File: src/rtl/lcd_hex_writer.sv
// Renders a 32-bit word as 8 upper-case hex digits on line 1 of an HD44780 LCD (8-bit, write-only).
// Build option LCD_HEX_PREFIX_EN: prefix the digits with "0x" (10 characters instead of 8).
module lcd_hex_writer #(
   parameter int INIT_WAIT_CYC = 750000,
   parameter int EN_PULSE_CYC  = 25,
   parameter int CMD_WAIT_CYC  = 2000,
   parameter int CLR_WAIT_CYC  = 82000
) (
   input  logic        clk,
   input  logic        rst,
   input  logic [31:0] value,
   output logic [7:0]  lcd_data,
   output logic        lcd_rs,
   output logic        lcd_rw,
   output logic        lcd_en,
   output logic        lcd_on,
   output logic        ready,
   output logic        busy
);

   localparam int MAX_AB  = (INIT_WAIT_CYC > EN_PULSE_CYC) ? INIT_WAIT_CYC : EN_PULSE_CYC;
   localparam int MAX_CD  = (CMD_WAIT_CYC > CLR_WAIT_CYC) ? CMD_WAIT_CYC : CLR_WAIT_CYC;
   localparam int MAX_CYC = (MAX_AB > MAX_CD) ? MAX_AB : MAX_CD;
   localparam int CW      = $clog2(MAX_CYC + 1);

`ifdef LCD_HEX_PREFIX_EN
   localparam logic [3:0] DIG_BASE = 4'd3;
`else
   localparam logic [3:0] DIG_BASE = 4'd1;
`endif
   localparam logic [3:0] REF_LAST = DIG_BASE + 4'd7;

   typedef enum logic [1:0] {INIT_WAIT, INIT_CMD, IDLE, REFRESH} state_t;
   typedef enum logic [1:0] {SETUP, PULSE, HOLD} phase_t;

   state_t        state;
   phase_t        phase;
   logic [CW-1:0] cnt;
   logic [3:0]    idx;
   logic [31:0]   shown;
   logic [CW-1:0] hold_last;
   logic          last_byte;
   logic [8:0]    next_byte;

   function automatic logic [7:0] hex_char(input logic [3:0] n);
      return (n < 4'd10) ? 8'h30 + {4'h0, n} : 8'h37 + {4'h0, n};
   endfunction

   function automatic logic [8:0] init_byte(input logic [3:0] i);
      case (i)
         4'd0:    return {1'b0, 8'h38};
         4'd1:    return {1'b0, 8'h0C};
         4'd2:    return {1'b0, 8'h01};
         default: return {1'b0, 8'h06};
      endcase
   endfunction

   // Byte i of a refresh as {rs, data}: DDRAM address, optional "0x", then nibbles MSB first.
   function automatic logic [8:0] refresh_byte(input logic [3:0] i, input logic [31:0] word);
      logic [8:0] b;
      b = {1'b0, 8'h80};
`ifdef LCD_HEX_PREFIX_EN
      if (i == 4'd1) b = {1'b1, 8'h30};
      if (i == 4'd2) b = {1'b1, 8'h78};
`endif
      for (int k = 0; k < 8; k++)
         if (i == DIG_BASE + 4'(k)) b = {1'b1, hex_char(word[31-4*k -: 4])};
      return b;
   endfunction

   // The clear command needs the long settle time; the byte on the bus identifies it.
   assign hold_last = (!lcd_rs && lcd_data == 8'h01) ? CW'(CLR_WAIT_CYC - 1) : CW'(CMD_WAIT_CYC - 1);
   assign last_byte = (state == INIT_CMD) ? (idx == 4'd3) : (idx == REF_LAST);
   assign next_byte = (state == INIT_CMD) ? init_byte(idx + 4'd1) : refresh_byte(idx + 4'd1, shown);

   assign lcd_rw = 1'b0;
   assign lcd_on = 1'b1;

   // One byte engine serves both init and refresh: setup, enable pulse, then hold while the LCD settles.
   always_ff @(posedge clk or posedge rst) begin
      if (rst) begin
         state    <= INIT_WAIT;
         phase    <= SETUP;
         cnt      <= '0;
         idx      <= '0;
         shown    <= '0;
         lcd_data <= '0;
         lcd_rs   <= 1'b0;
         lcd_en   <= 1'b0;
         ready    <= 1'b0;
         busy     <= 1'b1;
      end else begin
         case (state)
            INIT_WAIT: begin
               if (cnt == CW'(INIT_WAIT_CYC - 1)) begin
                  state              <= INIT_CMD;
                  phase              <= SETUP;
                  cnt                <= '0;
                  idx                <= '0;
                  {lcd_rs, lcd_data} <= init_byte(4'd0);
               end else begin
                  cnt <= cnt + CW'(1);
               end
            end
            INIT_CMD, REFRESH: begin
               case (phase)
                  SETUP: begin
                     lcd_en <= 1'b1;
                     phase  <= PULSE;
                     cnt    <= '0;
                  end
                  PULSE: begin
                     if (cnt == CW'(EN_PULSE_CYC - 1)) begin
                        lcd_en <= 1'b0;
                        phase  <= HOLD;
                        cnt    <= '0;
                     end else begin
                        cnt <= cnt + CW'(1);
                     end
                  end
                  HOLD: begin
                     if (cnt == hold_last) begin
                        cnt   <= '0;
                        phase <= SETUP;
                        if (!last_byte) begin
                           idx                <= idx + 4'd1;
                           {lcd_rs, lcd_data} <= next_byte;
                        end else if (state == INIT_CMD) begin
                           ready              <= 1'b1;
                           state              <= REFRESH;
                           idx                <= '0;
                           shown              <= value;
                           {lcd_rs, lcd_data} <= refresh_byte(4'd0, value);
                        end else begin
                           state <= IDLE;
                           busy  <= 1'b0;
                        end
                     end else begin
                        cnt <= cnt + CW'(1);
                     end
                  end
                  default: phase <= SETUP;
               endcase
            end
            IDLE: begin
               if (value != shown) begin
                  state              <= REFRESH;
                  busy               <= 1'b1;
                  shown              <= value;
                  idx                <= '0;
                  phase              <= SETUP;
                  cnt                <= '0;
                  {lcd_rs, lcd_data} <= refresh_byte(4'd0, value);
               end
            end
            default: state <= INIT_WAIT;
         endcase
      end
   end

endmodule

File: config.mk
export PLATFORM = sky130hd
export DESIGN_NAME = lcd_hex_writer
export DESIGN_NICKNAME = d
export VERILOG_FILES = /design/src/rtl/lcd_hex_writer.sv
export SDC_FILE = /design/constraint.sdc
export NUM_CORES = 1
export LEC_CHECK = 0
export BUFFER_PORTS_ARGS = -buffer_cell sky130_fd_sc_hd__buf_2
export CAP_MARGIN = 25
export CELL_PAD_IN_SITES_DETAIL_PLACEMENT = 0
export CELL_PAD_IN_SITES_GLOBAL_PLACEMENT = 1
export CORE_UTILIZATION = 35
export CTS_CLUSTER_DIAMETER = 50
export CTS_CLUSTER_SIZE = 40
export DETAILED_ROUTE_END_ITERATION = 10
export GPL_TIMING_DRIVEN = 0
export PLACE_DENSITY_LB_ADDON = 0.1
export SLEW_MARGIN = 20
export SYNTH_ARGS = -nofsm -noshare
export SYNTH_HDL_FRONTEND = slang
export SYNTH_SLANG_ARGS = --single-unit
File: constraint.sdc
create_clock -name clk -period 8 [get_ports clk]
set_input_delay 1.2 -clock clk [delete_from_list [all_inputs] [get_ports clk]]
set_output_delay 1.2 -clock clk [all_outputs]
set_load 0.1 [all_outputs]
# --- Word level (Yosys, flattened, before mapping) ---
# Cells that the tools add are included.
word_totals:
  elab_cells: 158
  regBits: 72
  output_inout_bits: 14
  input_bits: 34
op_classes:
  n_reduce_logical: 16
  mux: 74
  add_sub_neg: 18
  order_cmp: 8
  n_eq_ne: 32
op_table:
  columns: ["op", "count"]
  rows:
  - ["2-to-1 mux 32 bit", 5]
  - ["one-hot mux 20 bit (3 select lines)", 2]
  - ["adder 6 x 4 -> 7 bit, first input constant", 16]
  - ["2-to-1 mux 9 bit", 9]
  - ["2-to-1 mux 20 bit", 4]
  - ["one-hot mux 32 bit (2 select lines)", 1]
  - ["2-to-1 mux 7 bit", 8]
  - ["2-to-1 mux 8 bit", 6]
  - ["less-than comparator 4 bit, second input constant", 8]
  - ["inequality test 32 bit", 1]
  - ["2-to-1 mux 4 bit", 6]
  - ["one-hot mux 8 bit (3 select lines)", 1]
  - ["adder 20 x 1 -> 20 bit, second input constant", 1]
  - ["equality test 20 x 17 -> 1 bit", 1]
  - ["equality test 20 bit, second input constant", 1]
  - ["equality test 20 x 5 -> 1 bit, second input constant", 1]
  - ["2-to-1 mux 2 bit", 9]
  - ["one-hot mux 2 bit (3 select lines)", 3]
  - ["one-hot mux 6 bit (3 select lines)", 1]
  - ["2-to-1 mux 17 bit", 1]
  - ["equality test 4 x 3 -> 1 bit, second input constant", 4]
  - ["inequality test 2 bit, second input constant", 8]
  - ["AND reduction 5 bit", 3]
  - ["2-to-1 mux 1 bit", 14]
  - ["22 further kinds", 34]

# --- Depth between registers and ports, before layout ---
# Gate-level depths: netlist of the first run.
depth:
  word_depth: 15
  depth_mapped: 11
  ltp_nobuf: 9

# --- Least setup slack after synthesis of the first run ---
# Ideal clock, no wire load.
synth_timing:
  path_type: "in2reg"
  from: "input port value[7]"
  to: "register shown[23]"
  path_stages: 8
  setup_ns: 0.128
  setup_slack_ns: 4.891
  required_ns: 7.872
  arrival_ns: 2.981
  n_path_buf: 2
  cell_sequence: "xor2_1 nor4_1 nand4_1 or4_1 buf_2 nand3_2 buf_4 mux2_1"
synth_via:
  elab_chain_len: 3
synth_rtl:
  columns: ["item", "line", "rtl"]
  rows:
  - ["start, declared", "11", "input logic [31:0] value,"]
  - ["inequality test 32 bit", "146", "if (value != shown) begin"]
  - ["inequality test 2 bit (no source line)", null, null]
  - ["AND reduction 6 bit (no source line)", null, null]
  - ["end signal, assigned", "132", "shown <= value;"]
  - ["end signal, assigned", "149", "shown <= value;"]
  - ["end, declared", "40", "logic [31:0] shown;"]
# No other way between the ends.
# A chain may end at the register's enable or synchronous reset.

# --- Final worst setup path of the first run ---
layout_timing:
  from: "input port value[29]"
  to: "register shown[7]"
# The elaborated chain is that of the path after synthesis.

==> results of run 1 <==
area by class of cell:
type | count | share of cell area [%]
multi-input cells | 468 | 52.5
diodes | 1 | 0.0402
inverters | 38 | 2.33
repair buffers | 46 | 4.06
clock buffers | 10 | 3.84
flip-flops and latches | 72 | 28.9
well taps | 188 | 3.78
clock inverters | 6 | 1.47
plain buffers | 37 | 3.07
power groups by stage:
stage | clock network [mW] | registers (mW) | logic, mW
2_1_floorplan | 0 | 0.371 | 0.0161
3_3_place_gp | 0 | 0.371 | 0.0328
3_5_place_dp | 0 | 0.371 | 0.0352
4_1_cts | 0.469 | 0.364 | 0.0354
5_1_grt | 0.481 | 0.364 | 0.0378
6_report | 0.454 | 0.364 | 0.0342
through the flow:
| step | hold WS [ps] | setup slack, ps | cells |
|---|---|---|---|
| finish | 475 | 4620 | 866 |
| floorplan | 491 | 4890 | 615 |
| CTS | 476 | 4560 | 865 |
| detailed placement | 462 | 4200 | 849 |
| global route | 500 | 4480 | 865 |
| global placement | 455 | 3820 | 848 |
routing by layer:
layer	routed length [µm]	vias up	global-route usage, %
met3	558	18	2.76
li1	-	2371	-
met1	7250	2369	26.7
met5	0	-	0
met2	7720	89	35.7
met4	410	0	9.14
flip-flops by register name (all words and copies together) (netlist names):
signal,cells
busy,1
cnt,20
lcd_data,8
shown,32
lcd_en,1
lcd_rs,1
ready,1
idx,4
phase,2
state,2
cells by family after synthesis:
logic type,count (synthesis),synth area share [%]
mux,35,7.27
flops,72,33.3
xor+xnor,40,6.48
fa+ha+maj,22,5.09
simple gates,203,19.4
buf+inv,75,6.18
compound gates,166,22.1
other cells,2,0.139
placed cells by master (no fill, tap or decap), types with 8 or more instances in the layout:
| cell | netlist | routed |
|---|---|---|
| o31ai_1 | 10 | 10 |
| inv_1 | 38 | 37 |
| clkbuf_1 | 21 | 21 |
| nor4_1 | 9 | 9 |
| clkbuf_16 | 0 | 9 |
| ha_1 | 22 | 22 |
| o21ai_0 | 32 | 32 |
| a2bb2oi_1 | 8 | 8 |
| nor2_1 | 24 | 24 |
| nor3_1 | 19 | 19 |
| dfrtp_1 | 71 | 71 |
| a21oi_1 | 35 | 35 |
| nand4_1 | 12 | 12 |
| nand3_1 | 25 | 25 |
| mux2_1 | 30 | 30 |
| nand2_1 | 63 | 63 |
| buf_2 | 6 | 51 |
| xor2_1 | 27 | 27 |
| a22o_1 | 8 | 8 |
| xnor2_1 | 13 | 13 |
worst register-to-register path, cell delays in order, from the launching register on:
cell       delay, ps
dfrtp_1          520
ha_1             280
or3b_2           450
clkbuf_1         220
a211oi_2         530
nand2_1          210
a2111oi_0        540
o31ai_1          190
a31o_2           260
path summary, 6_finish.rpt:
| kind | endpoint | slack (ps) |
|---|---|---|
| hold / removal | ready | 470 |
| setup reg to reg | lcd_data[2] | 4700 |
| setup / recovery | shown[7] | 4620 |
| hold reg to reg | ready | 470 |
| min in group asynchronous | cnt[5] | 800 |
| max in group asynchronous | busy | 6590 |
==> metrics, run 1 <==
status=finished, final reports clean; post-placement cell area=0.00590 mm²; DRC viols=0; P per Cell Area=roughly 140 mW/mm²; largest cells by area after synthesis=dfrtp_1 (33%), mux2_1 (6.2%), ha_1 (5.1%); internal cell power=0.659 mW; routability cong.=about 0.87; CTS Sinks=a little over 70; CTS Hold Buffers Added=0; count of cell types in the netlist=80; Slowest cell on crit path=or4_1; Die X=between 100 and 150 µm; Worst Tran Pin Value=approximately 630 ps; Post-synth EDFFs=0; f_max=around 0.30 GHz; vias in the first global route=approximately 4700; CP required=around 8200 ps; Worst Path Arrival=about 3600 ps; Worst setup SP type=input pin; Final Hold Viols=0; warnings from Yosys=0; drt pass-1 iters=5; LEAKAGE=2.72 nW; Peak supply drop=between 0.0001 and 0.00015 V; Hold Path Class=reg2reg; worst reg2reg path depth=8; post-route ant nets=0; die area=0.0159 mm²; Worst Path Buf+Inv=3; vias post-DR=between 4000 and 5000; CP Depth=9; final core utilization=between 40% and 50%; worst-path cell chain=buf_2 -> xor2_1 -> nor4_1 -> nand4_1 -> or4_1 -> buf_2 -> nand3_2 -> buf_4 -> mux2_1; clock skew=~9.6 ps; core area=approximately 0.015 mm²; Storage cell area=approximately 0.0018 mm²; sequential area share after synthesis=between 30 and 40%; synthesized net count=around 670; Post-Synthesis Cell Area=between 0.005 and 0.006 mm²; Max Slew Vio Count=0; Pwr Total=roughly 0.85 mW; TritonCTS Buffers=9; cell family with most CP delay=simple AND/OR/NAND/NOR gates; cell mode on critical path=buf_2; H-tree levels=3; critical path peak fanout=10; antenna violations before repair=1; first-pass GRT wire length=roughly 26000 µm; Rel. slew slack=roughly 57%; Hold Path Cell Cnt=2; post-synthesis cell count=between 600 and 700; CP peak stage delay=slightly above 600 ps; initial core utilization=between 30% and 40%; FP Rows=45; worst r2r src=idx[1]; WS Path Type=in2reg; global route overflow=0; CTS tree=built; Layout area overhead=15.2%; Setup TNS Final=0 ps; Worst-Skew Late Latency=roughly 350 ps; leading area contributor after synthesis=dfrtp_1; DPL Wire Length=around 12000 µm; list of most frequent post-synthesis cells=dfrtp_1 (71), nand2_1 (63), inv_1 (38), a21oi_1 (35), o21ai_0 (32); post-CTS sizing=0; fraction of registers with async set or reset after synthesis=100%; net switching power=~0.19 mW; min cycle time layout=3380 ps; Hold Startpoint=ready; Synth top area share=between 30% and 40%; fill count=about 1500; Synth Register Bits=a little over 70; Clock Power Share=between 50% and 60%; Root Driver=clkbuf_16; most frequent cell after synthesis=dfrtp_1; Seq pwr share=between 40% and 50%; port bufs=45; crit path from=value[29]; RSZ-0062 raised after global routing=no; largest net degree at the start of global routing=55; routed wire length=15900 µm; Max Cap Viol=0; setup violators final=0; predominant post-synthesis flop cell=dfrtp_1; Finished Cell Area=~0.0062 mm²; Setup crit end kind=flip-flop; share of layout cells above drive strength 1=~14%; Tcrit/Tclk final=roughly 42%; fin nets=728; combinational power share=4.0%; Avg Inst Size Synth=slightly below 9 µm²; routed vias/inst=between 5 and 6; clock transition time at the flip-flop clock pins of the worst setup and hold paths=about 60 ps; Setup Fix Bufs, Post-CTS=0; area of the multi-input gates=around 0.0033 mm²; drt wl/cell=roughly 18 µm; total track usage=approximately a fifth; Die Y=roughly 130 µm; switch share=between 20% and 30%; Ports=48; initial drt markers=273; Clock Tree Buf Depth=2
(Power assumes the default switching activity.)
==> inputs of run 2 (changes only) <==
==> constraint.sdc (replaced) <==
create_clock -name clk -period 3.19 [get_ports clk]
set_input_delay 0.4785 -clock clk [delete_from_list [all_inputs] [get_ports clk]]
set_output_delay 0.4785 -clock clk [all_outputs]
set_load 0.1 [all_outputs]
==> run 2 against run 1 <==
  * Core utilization is 0.066 points higher
  * Worst setup slack worse by 4400 ps
  * Clock power grew to 2.5 times the previous value
  * Via count is 0.31% higher
  * Clock skew hardly changed
  * Sequential power grew to 2.5 times the previous value
  * Largest cell class unchanged
  * Combinational power grew to 2.5 times the previous value
  * Worst hold slack worse by 390 ps
==> metrics, run 2 (same netlist as run 1, synthesis figures left out) <==
status=finished, final reports clean (unchanged); Worst Path Arrival=3220 ps (was 3600 ps); Slowest cell on crit path=or4_1 (unchanged); Die X=126 µm (unchanged); CTS Sinks=72 (unchanged); CTS tree=built (unchanged); worst r2r src=shown[11] (was idx[1]); die area=0.0159 mm² (unchanged); largest net degree at the start of global routing=55 (unchanged); antenna violations before repair=1 (unchanged); TritonCTS Buffers=9 (unchanged); Final Hold Viols=0 (unchanged); biggest regs=shown: 32 flops, cnt: 20 flops, lcd_data: 8 flops (unchanged); clock skew=9.58 ps (was 9.63 ps); P per Cell Area=343 mW/mm² (was 137 mW/mm²); Worst-Skew Late Latency=350 ps (about the same); Largest Register=shown (unchanged); fill count=1538 (was 1543); total track usage=21.0% (about the same); Pwr Total=2.14 mW (was 0.853 mW); LEAKAGE=2.72 nW (about the same); R2R Path End=shown[7] (was lcd_data[2]); worst-path cell chain=clkbuf_1 -> xor2_1 -> nor4_1 -> nand4_1 -> or4_1 -> buf_2 -> nand3_2 -> buf_4 -> mux2_1 (was buf_2 -> xor2_1 -> nor4_1 -> nand4_1 -> or4_1 -> buf_2 -> nand3_2 -> buf_4 -> mux2_1); clock transition time at the flip-flop clock pins of the worst setup and hold paths=60 ps (about the same); Rel. slew slack=59.2% (was 57.1%); internal cell power=1.65 mW (was 0.659 mW); critical path peak fanout=10 (unchanged); Worst Tran Pin Value=604 ps (was 627 ps); setup violators final=0 (unchanged); port bufs=45 (unchanged); CTS Hold Buffers Added=0 (unchanged); routed vias/inst=5.62 (was 5.60); routed wire length=15900 µm (about the same); vias in the first global route=4682 (was 4679); worst reg2reg path depth=9 (was 8); H-tree levels=3 (unchanged); Root Driver=clkbuf_16 (unchanged); drt pass-1 iters=7 (was 5); Max Cap Viol=0 (unchanged); Clock Power Share=53.4% (was 53.3%); share of layout cells above drive strength 1=14.6% (was 14.5%); Worst setup SP type=flip-flop (was input pin); f_max=~0.33 GHz; DRC viols=0 (unchanged); net switching power=0.488 mW (was 0.193 mW); commonest non-fill, non-tap cell in the layout=dfrtp_1 (unchanged); first-pass GRT wire length=25600 µm (about the same); highest-count cells in the layout ignoring fill and taps=dfrtp_1 (71), nand2_1 (63), buf_2 (51), inv_1 (37), a21oi_1 (35) (unchanged); Hold Path Class=in2async (was reg2reg); Place WS=-8.46 ps (was 4200 ps); WS Path Type=reg2reg (was in2reg); Setup crit end kind=flip-flop (unchanged); fin nets=727 (was 728); Die Y=126 µm (unchanged); post-route ant nets=0 (unchanged); Layout area overhead=15.4% (was 15.2%); Peak supply drop=0.000260 V (was 0.000107 V); CP required=3420 ps (was 8230 ps); vias post-DR=4862 (was 4847); max FFs per register=32 (unchanged); Clock Tree Buf Depth=2 (unchanged); routability cong.=0.866 (unchanged); combinational power share=4.0% (about the same); Max Slew Vio Count=0 (unchanged); switch share=22.8% (was 22.7%); initial core utilization=35.7% (unchanged); min cycle time layout=3000 ps; core area=0.0151 mm² (unchanged); CP peak stage delay=620 ps (about the same); initial drt markers=307 (was 273); drt wl/cell=18.4 µm (about the same); Ports=48 (unchanged); register-to-register setup slack=190 ps (was 4700 ps); final worst slack=192 ps (was 4620 ps); global route overflow=0 (unchanged); Setup Fix Bufs, Post-CTS=0 (unchanged); Tcrit/Tclk final=between 90% and 100%; DPL Wire Length=12300 µm (unchanged); Seq pwr share=42.6% (was 42.7%); RSZ-0062 raised after global routing=no (unchanged); FP Rows=45 (unchanged); Finished Cell Area=0.00624 mm² (was 0.00623 mm²); post-placement cell area=0.00590 mm² (unchanged)
-- run 2: changes by cell type in the layout (fill, tap and decap cells not counted), sizes merged --
cell,previous run,this run
clkbuf,31,30
-- run 2: worst max path at each step --
stage                              to       from  slack (ps)  cells past startpoint
after global placement    lcd_data[3]        rst        -260                      2
after detailed placement  lcd_data[2]     idx[1]          -8                      8
after global routing      lcd_data[6]     idx[1]           8                      9
after floorplan             shown[23]   state[1]         640                     10
final                        shown[7]  shown[11]         190                      9
after CTS                 lcd_data[2]     idx[1]          80                      8
-- run 2: cell type report --
cell class / count / area [µm²] / share of cell area (%)
Antenna cell: 1 / 2.50 / 0.0401
Buffer: 36 / 188 / 3.01
Clock buffer: 10 / 239 / 3.83
Clock inverter: 6 / 91.3 / 1.46
Inverter: 38 / 145 / 2.33
Multi-Input combinational cell: 468 / 3280 / 52.6
Sequential cell: 72 / 1800 / 28.9
Tap cell: 188 / 235 / 3.77
Timing Repair Buffer: 46 / 253 / 4.05
-- run 2: critical path, delay by kind of cell, from the launching register on --
| family | cells | cell delay (ps) |
|---|---|---|
| AND/OR/NAND/NOR | 4 | 1250 |
| buffers and inverters | 3 | 680 |
| flip-flops | 1 | 360 |
| multiplexers | 1 | 340 |
| XOR/XNOR | 1 | 230 |
-- run 2: routing by layer --
layer | up-vias | global-route usage [%] | share of wire [%]
li1 | 2367 | - | -
met1 | 2371 | 26.7 | 46
met2 | 106 | 35.7 | 48
met3 | 18 | 2.76 | 3.8
met4 | 0 | 9.14 | 2.6
met5 | - | 0 | 0
-- run 2: timing repair --
item | CTS | global route
endpoints found under the setup margin | 1 | 2
gates resized for setup | 1 | 2
pin swaps | 0 | 0
-- run 2: power by group through the flow --
stage	clock network (mW)	registers, mW	logic, mW
after floorplan	0	0.930	0.0404
after global placement	0	0.930	0.0823
after detailed placement	0	0.930	0.0884
after CTS	1.18	0.913	0.0889
after global routing	1.21	0.912	0.0949
final	1.14	0.913	0.0857
-- run 2: metrics by stage --
stage / TNS [ps] / instances / hold slack (ps) / util (%)
2_1_floorplan: 0 / 615 / 491 / -
3_3_place_gp: -18280 / 848 / 455 / 38.7
3_5_place_dp: -8.46 / 849 / 455 / 38.9
4_1_cts: 0 / 865 / 78.0 / 41.2
5_1_grt: 0 / 864 / 97.1 / 41.2
6_report: 0 / 865 / 80.1 / 41.2
==> inputs of run 3 (changes only) <==
--- a/config.mk
+++ b/config.mk
@@ -9,7 +9,7 @@
 export CAP_MARGIN = 25
 export CELL_PAD_IN_SITES_DETAIL_PLACEMENT = 0
 export CELL_PAD_IN_SITES_GLOBAL_PLACEMENT = 1
-export CORE_UTILIZATION = 35
+export CORE_UTILIZATION = 46
 export CTS_CLUSTER_DIAMETER = 50
 export CTS_CLUSTER_SIZE = 40
 export DETAILED_ROUTE_END_ITERATION = 10
==> run 3 against run 2 <==
  * Register-to-register slack got worse by 90 ps
  * Critical endpoint is now lcd_data[1]
  * Count of clock-buffer cells in the layout decreased by 1
  * Critical path type unchanged
  * Cell area decreased by 0.56%
==> metrics, run 3 (same netlist as run 1, synthesis figures left out) <==
initial core utilization=47.3% (was 35.7%); biggest regs=shown: 32 flops, cnt: 20 flops, lcd_data: 8 flops (unchanged); setup violators final=0 (unchanged); Finished Cell Area=0.00620 mm² (was 0.00624 mm²); global route overflow=0 (unchanged); R2R Path End=lcd_data[1] (was shown[7]); H-tree levels=3 (unchanged); DPL Wire Length=11600 µm (was 12300 µm); total track usage=26.0% (was 21.0%); worst r2r src=idx[1] (was shown[11]); routability cong.=0.938 (was 0.866); routed vias/inst=5.95 (was 5.62); Root Driver=clkbuf_16 (unchanged); Clock Tree Buf Depth=2 (unchanged); CP required=3480 ps (was 3420 ps); Largest Register=shown (unchanged); Rel. slew slack=56.7% (was 59.2%); status=finished, final reports clean (unchanged); DRC viols=0 (unchanged); crit path from=idx[1] (was shown[11]); Die Y=110 µm (was 126 µm); Worst Path Arrival=3380 ps (was 3220 ps); LEAKAGE=2.72 nW (about the same); antenna violations before repair=0 (was 1); WS Path Type=reg2reg (unchanged); CTS Sinks=72 (unchanged); die area=0.0122 mm² (was 0.0159 mm²); Max Cap Viol=0 (unchanged); Place WS=-134 ps (was -8.46 ps); clock skew=10.6 ps (was 9.58 ps); RSZ-0062 raised after global routing=no (unchanged); min cycle time layout=3090 ps (was 3000 ps); vias in the first global route=4831 (was 4682); drt wl/cell=18.3 µm (was 18.4 µm); final worst slack=103 ps (was 192 ps); Ports=48 (unchanged); Hold Path Class=in2async (unchanged); Max Slew Vio Count=0 (unchanged); post-placement cell area=0.00584 mm² (was 0.00590 mm²); CTS tree=built (unchanged); fin nets=730 (was 727); final core utilization=54.3% (was 41.2%); worst reg2reg path depth=8 (was 9); TritonCTS Buffers=9 (unchanged); fin cells=822 (was 865); highest-count cells in the layout ignoring fill and taps=dfrtp_1 (70), nand2_1 (63), buf_2 (51), inv_1 (37), a21oi_1 (35) (was dfrtp_1 (71), nand2_1 (63), buf_2 (51), inv_1 (37), a21oi_1 (35)); vias post-DR=4893 (was 4862); post-route ant nets=0 (unchanged); core area=0.0114 mm² (was 0.0151 mm²); initial drt markers=246 (was 307); ant diodes=0 (was 1); Worst-Skew Late Latency=350 ps (about the same); CP peak stage delay=530 ps (was 620 ps); Slowest cell on crit path=dfrtp_1 (was or4_1); share of layout cells above drive strength 1=15.2% (was 14.6%); routed wire length=15000 µm (was 15900 µm); Pwr Total=2.14 mW (about the same); Setup crit end kind=flip-flop (unchanged); Final Hold Viols=0 (unchanged); register-to-register setup slack=100 ps (was 190 ps); Worst Tran Pin Value=641 ps (was 604 ps); largest net degree at the start of global routing=49 (was 55); drt pass-1 iters=5 (was 7); clock transition time at the flip-flop clock pins of the worst setup and hold paths=60 ps (about the same); Worst setup SP type=flip-flop (unchanged); worst-path cell chain=ha_1 -> or3b_2 -> clkbuf_1 -> a211o_1 -> o21ai_0 -> a21oi_1 -> o311ai_0 -> a31o_2 (was clkbuf_1 -> xor2_1 -> nor4_1 -> nand4_1 -> or4_1 -> buf_2 -> nand3_2 -> buf_4 -> mux2_1); Peak supply drop=0.000370 V (was 0.000260 V); commonest non-fill, non-tap cell in the layout=dfrtp_1 (unchanged); Layout area overhead=14.8% (was 15.4%); Tcrit/Tclk final=96.8% (was 94.0%); worst hold slack=108 ps (was 80.1 ps); first-pass GRT wire length=25000 µm (was 25600 µm); port bufs=45 (unchanged); FP Rows=39 (was 45); Setup TNS Final=0 ps (unchanged); critical path peak fanout=10 (unchanged); placed cell count=804 (was 849); P per Cell Area=344 mW/mm² (was 343 mW/mm²); Die X=110 µm (was 126 µm); max FFs per register=32 (unchanged); f_max=0.324 GHz (was 0.334 GHz)
-- run 3: power breakdown --
part	switching, mW	internal (mW)
combinational	0.0547	0.0300
sequential	0	0.913
clock	0.445	0.695
total	0.499	1.64
-- run 3: what timing repair did --
item                       4_1_cts  5_1_grt
hold buffers                     0        0
pin swaps                        0        1
buffers inserted                 0        3
gates resized for setup          2        2
setup endpoints to repair        1       31
-- run 3: how the worst max path moves through the flow --
stage / slack (ps) / endpoint
after detailed placement: -130 / lcd_data[2]
after floorplan: 640 / shown[23]
after CTS: 80 / shown[13]
after global routing: 20 / lcd_data[1]
final: 100 / lcd_data[1]
after global placement: -120 / phase[1]
-- run 3: area by class of cell --
type	instances	area [µm²]
clock buffer	9	225
clock inverter	7	104
tap	143	179
fill	1099	5210
sequential	72	1800
timing repair buffer	49	275
buffer	36	188
inverter	38	145
multi-input combinational	468	3280
-- run 3: metal layers --
| layer | up-vias | share of wire (%) | global-route usage [%] |
|---|---|---|---|
| met3 | 28 | 5.4 | 5.10 |
| met1 | 2366 | 50 | 37.9 |
| met5 | - | 0 | 0 |
| met4 | 0 | 2.7 | 11.1 |
| met2 | 134 | 42 | 37.1 |
| li1 | 2365 | - | - |
-- run 3: worst max-delay path: cells and delay by family, from the launching register on --
family | cells | cell delay, ps
compound gates | 5 | 1510
flops | 1 | 530
simple gates | 1 | 450
fa+ha+maj | 1 | 290
buf+inv | 1 | 240
